### src/rtl/rle_pkg.sv
// Shared definitions for the RLE video word format (encoder and rle_video decoder).
// A word is {run_m1, colour}; run_m1 all-ones is reserved for the end-of-frame marker.
package rle_pkg;
    localparam int COLOUR_BITS = 6;
    localparam int RUN_BITS    = 10;
    localparam int WORD_BITS   = COLOUR_BITS + RUN_BITS;

    localparam logic [RUN_BITS-1:0]  MAX_RUN   = '1;
    localparam logic [RUN_BITS-1:0]  RUN_LIMIT = MAX_RUN - 1'b1;
    localparam logic [WORD_BITS-1:0] MARKER    = {{RUN_BITS{1'b1}}, {COLOUR_BITS{1'b0}}};

    typedef enum logic [1:0] {IDLE, RUN, FLUSH, MARK} rle_state_e;

    function automatic logic [WORD_BITS-1:0] rle_pack(input logic [RUN_BITS-1:0] run_m1,
                                                      input logic [COLOUR_BITS-1:0] colour);
        return {run_m1, colour};
    endfunction

    function automatic logic [RUN_BITS-1:0] rle_run_m1(input logic [WORD_BITS-1:0] word);
        return word[WORD_BITS-1:COLOUR_BITS];
    endfunction

    function automatic logic [COLOUR_BITS-1:0] rle_colour(input logic [WORD_BITS-1:0] word);
        return word[COLOUR_BITS-1:0];
    endfunction
endpackage

### src/rtl/rle_out_stage.sv
// Single-entry valid/ready holding register for RLE words.
// Valid/ready: a word transfers on any clk where word_valid && word_ready; data is held while stalled.
import rle_pkg::*;

module rle_out_stage (
    input  logic                 clk,
    input  logic                 rstn,
    input  logic                 load,
    input  logic [WORD_BITS-1:0] load_data,
    input  logic                 word_ready,
    output logic                 word_valid,
    output logic [WORD_BITS-1:0] word_data,
    output logic                 slot_free
);
    // Loading while the current word leaves in the same cycle is allowed.
    assign slot_free = !word_valid || word_ready;

    always_ff @(posedge clk or negedge rstn) begin
        if (!rstn) begin
            word_valid <= 1'b0;
            word_data  <= '0;
        end else if (load) begin
            word_valid <= 1'b1;
            word_data  <= load_data;
        end else if (word_ready) begin
            word_valid <= 1'b0;
        end
    end
endmodule

### src/rtl/rle_video_encoder.sv
// Run-length encoder: 6-bit pixels in, 16-bit {run_m1, colour} words out, marker word per frame.
// Pixel handshake: a pixel is taken on any clk where pix_valid && pix_ready.
import rle_pkg::*;

module rle_video_encoder (
    input  logic                   clk,
    input  logic                   rstn,
    input  logic                   pix_valid,
    output logic                   pix_ready,
    input  logic [COLOUR_BITS-1:0] pix_colour,
    input  logic                   pix_last,
    output logic                   word_valid,
    input  logic                   word_ready,
    output logic [WORD_BITS-1:0]   word_data,
    output logic                   frame_done,
    output rle_state_e             state_dbg
);
    rle_state_e             state, state_n;
    logic [COLOUR_BITS-1:0] cur, cur_n;
    logic [RUN_BITS-1:0]    run_m1, run_n;
    logic                   ready_en;
    logic                   slot_free;
    logic                   load;
    logic [WORD_BITS-1:0]   load_data;
    logic                   accept;

    rle_out_stage u_out (
        .clk        (clk),
        .rstn       (rstn),
        .load       (load),
        .load_data  (load_data),
        .word_ready (word_ready),
        .word_valid (word_valid),
        .word_data  (word_data),
        .slot_free  (slot_free)
    );

    // Holds pix_ready low until the first clock after reset is released.
    always_ff @(posedge clk or negedge rstn) begin
        if (!rstn) ready_en <= 1'b0;
        else       ready_en <= 1'b1;
    end

    assign pix_ready  = ready_en && slot_free && (state == IDLE || state == RUN);
    assign accept     = pix_valid && pix_ready;
    assign frame_done = word_valid && word_ready && (word_data == MARKER);
    assign state_dbg  = state;

    always_ff @(posedge clk or negedge rstn) begin
        if (!rstn) begin
            state  <= IDLE;
            cur    <= '0;
            run_m1 <= '0;
        end else begin
            state  <= state_n;
            cur    <= cur_n;
            run_m1 <= run_n;
        end
    end

    always_comb begin
        state_n   = state;
        cur_n     = cur;
        run_n     = run_m1;
        load      = 1'b0;
        load_data = rle_pack(run_m1, cur);
        case (state)
            IDLE: if (accept) begin
                cur_n   = pix_colour;
                run_n   = '0;
                state_n = pix_last ? FLUSH : RUN;
            end
            RUN: if (accept) begin
                // Stop one short of all-ones so a data word never aliases the marker.
                if (pix_colour == cur && run_m1 < RUN_LIMIT) begin
                    run_n = run_m1 + 1'b1;
                end else begin
                    load  = 1'b1;
                    cur_n = pix_colour;
                    run_n = '0;
                end
                if (pix_last) state_n = FLUSH;
            end
            FLUSH: if (slot_free) begin
                load    = 1'b1;
                state_n = MARK;
            end
            MARK: if (slot_free) begin
                load      = 1'b1;
                load_data = MARKER;
                state_n   = IDLE;
            end
            default: state_n = IDLE;
        endcase
    end
endmodule

### config.mk
export PLATFORM = sky130hd
export DESIGN_NAME = rle_video_encoder
export DESIGN_NICKNAME = d
export VERILOG_FILES = /design/src/rtl/rle_pkg.sv /design/src/rtl/rle_out_stage.sv /design/src/rtl/rle_video_encoder.sv
export SDC_FILE = /design/constraint.sdc
export NUM_CORES = 1
export LEC_CHECK = 0
export ABC_AREA = 1
export ABC_CLOCK_PERIOD_IN_PS = 1900
export CORE_MARGIN = 3
export CORE_UTILIZATION = 48
export CTS_CLUSTER_SIZE = 10
export DETAILED_ROUTE_END_ITERATION = 8
export MAX_ROUTING_LAYER = met4
export PLACE_DENSITY = 0.74
export SKIP_LAST_GASP = 1
export SLEW_MARGIN = 20
export SYNTH_ARGS = -nofsm -noshare
export SYNTH_HDL_FRONTEND = slang
export SYNTH_HIERARCHICAL = 1
export SYNTH_SLANG_ARGS = --single-unit
### constraint.sdc
create_clock -name clk -period 1.9 [get_ports clk]
set_clock_uncertainty 0.05 [all_clocks]
set_input_delay 0.38 -clock clk [delete_from_list [all_inputs] [get_ports clk]]
set_output_delay 0.38 -clock clk [all_outputs]
set_load 0.05 [all_outputs]
==> flow_metrics.tcl <==
set metrics [dict create \
    status "finished clean" \
    cts_buffers 5 \
    cts_tree "done" \
    ys_ff_latch 36 \
    yosysWarnings 6 \
    place_congestion 0.845 \
    track_usage 0.198 \
    fin_nets 340 \
    cts_root_buf "clkbuf_8" \
    htree_num_levels 2 \
    start_kind "flip-flop" \
    drive_above_1_share 0.306 \
    grt.overflow.total 0 \
    cts_buffer_depth 2 \
    final_area_mm2 0.00277 \
    grt_max_degree 25 \
    synth_top_area_share 0.430 \
    path_max_fanout 3 \
    hold_buffers 0 \
    dr.pass1.iters 4 \
    hp-class "in2async" \
    synthCells 266 \
    ant_nets 0 \
    cp.arrival_ns 1.44 \
    min_period_over_period 0.983 \
    via_per_inst 4.77 \
    design.core.area_mm2 0.00412 \
    port_buffers 31 \
    rr_worst_depth 10 \
    drt-total-wl_um 4520 \
    synth.area.top_cells "dfrtp_1, nand2_1, inv_1, nor2_1, ha_1" \
    final_cell_mix "nand2_1, buf_4, dfrtp_1, inv_1, nor2_1" \
    fp-row-count 23 \
    critPathKind "reg2out" \
    ios 32 \
    diodes 0 \
    yosysTopAreaCell "dfrtp_1" \
    place_area_mm2 0.00260 \
    synth_cell_types 33 \
    fp.dieW_um 72.1 \
    grt_pass1_vias 1701 \
    routed-via-count 1785 \
    setup_slack_ns 0.0321 \
    hold_viol_final 0 \
    insertion_delay_ns 0.28 \
    clk_pin_slew_ns 0.07 \
    power_density_mw_per_mm2 1480 \
    antenna_found_initial 0 \
    wl_per_cell_um 12.1 \
    ir_drop_mv 0.610 \
    setup_viol 0 \
    cap_violations 0 \
    dp_hpwl_um 3440 \
    syn_area_mm2 0.00210 \
    clock.fmax_ghz 0.535 \
    drc_errors 0 \
    drv_slew 0 \
    finalCriticalPeriod_ns 1.87 \
    dieArea_mm2 0.00520 \
    cp.required_ns 1.47 \
    yosysSeqAreaShare 0.430 \
    die_y_um 72.1 \
    rsz0062_at_grt "true" \
    synth_area_per_cell_um2 7.88 \
    p_leak_nw 1.50 \
    power_mw 4.10 \
    grt_pass1_wl_um 7790 \
    layout_commonest_cell "nand2_1" \
    fill_cells 320 \
    syn2layout_area_growth_pct 31.9 \
    endpoint_kind "output pin" \
    drt_iter0_markers 79 \
    cts.sinks 36 \
    dp_slack_ns -0.248 \
    start_util 0.510 \
    synth_fp_nets 283 \
]
==> final cells by class <==
cell class | instances | area, um2 | share of cell area
clock buffer | 6 | 82.6 | 0.0299
clock inverter | 2 | 10.0 | 0.00362
timing repair buffer | 57 | 513 | 0.185
multi-input combinational | 195 | 1080 | 0.390
inverter | 28 | 115 | 0.0416
tap | 50 | 62.6 | 0.0226
sequential | 36 | 903 | 0.327
==> final timing paths <==
kind / from / endpoint / slack [ns]
min in group clk: u_out/word_data[13]$_DFFE_PN0P_ / u_out/word_data[13]$_DFFE_PN0P_ / 0.46
worst max register to register: state_dbg[1]$_DFFE_PN0P_ / u_out/word_data[7]$_DFFE_PN0P_ / 0.13
max in group asynchronous: rstn / run_m1[9]$_DFFE_PN0P_ / 1.11
worst min register to register: u_out/word_data[13]$_DFFE_PN0P_ / u_out/word_data[13]$_DFFE_PN0P_ / 0.46
worst min-delay path: rstn / ready_en$_DFF_PN0_ / 0.40
worst max-delay path: u_out/word_data[0]$_DFFE_PN0P_ / frame_done / 0.03
==> registers in the layout, summed over array words and instances, names as in the netlist <==
register,cells
state_dbg,2
run_m1,10
ready_en,1
u_out/word_data,16
cur,6
u_out/word_valid,1
==> cell usage after synthesis <==
| cell | count |
|---|---|
| clkbuf_1 | 1 |
| o22ai_1 | 1 |
| and2_1 | 1 |
| mux2i_1 | 1 |
| inv_8 | 1 |
| nand3_1 | 12 |
| xnor2_1 | 2 |
| o21bai_1 | 1 |
| o21bai_4 | 1 |
| xor2_1 | 6 |
| nor4_1 | 1 |
| dfrtp_1 | 36 |
| o21ai_0 | 3 |
| buf_8 | 1 |
| nand4_1 | 5 |
| nand2_2 | 5 |
| nor2_2 | 3 |
| o21ai_1 | 2 |
| nand3_2 | 1 |
| buf_12 | 2 |
| nor2_4 | 1 |
| conb_1 | 1 |
| a21oi_2 | 6 |
| clkbuf_8 | 1 |
| nand2_4 | 2 |
| inv_4 | 1 |
| or2_2 | 5 |
| a21oi_1 | 3 |
| ha_1 | 6 |
| inv_1 | 26 |
| nor2_1 | 21 |
| nand2_1 | 105 |
| buf_6 | 2 |
==> report_power, final <==
part / total (mW) / internal [mW] / switching, mW / leakage (nW)
clock network: 0.552 / 0.289 / 0.263 / 0.0510
logic: 2.35 / 0.904 / 1.44 / 0.976
registers: 1.21 / 0.997 / 0.209 / 0.474
==> metal layers <==
layer | vias to the layer above | global-route usage | part of all wire
met2 | 38 | 0.299 | 0.47
met5 | - | - | 0
met3 | 4 | 0.0429 | 0.040
li1 | 927 | - | -
met4 | 0 | 0.0564 | 0.0086
met1 | 816 | 0.268 | 0.48
==> stage by stage <==
step	hold WS [ns]	instances	utilization	setup TNS [ns]
final	0.398	374	0.672	0
after global routing	0.401	374	0.672	-0.0428
after CTS	0.395	370	0.660	0
after detailed placement	0.442	361	0.633	-5.60
after global placement	0.429	361	0.633	-5.40
after floorplan	0.0344	266	-	-5.07
==> repair_timing <==
action | CTS | global route
endpoints found under the hold margin | 0 | 0
pin swaps | 0 | 5
resized for setup | 2 | 6
gates cloned | 0 | 1
setup endpoints to repair | 2 | 20
buffers inserted | 1 | 3
==> critical path: stages, from the launching register on <==
cell     delay [ns]
dfrtp_1        0.41
nor2_1         0.14
nand4_1        0.14
nor4_4         0.29
buf_12         0.18
==> logic make-up after synthesis <==
| kind of cell | after synthesis | synth area share |
|---|---|---|
| AO/OA/AOI/OAI | 17 | 0.0597 |
| XOR/XNOR | 8 | 0.0334 |
| adder cells (fa/ha/maj) | 6 | 0.0358 |
| buffers and inverters | 35 | 0.100 |
| flip-flops | 36 | 0.430 |
| multiplexers | 1 | 0.00477 |
| other | 1 | 0.00179 |
| AND/OR/NAND/NOR | 162 | 0.335 |
(Power assumes the default switching activity.)
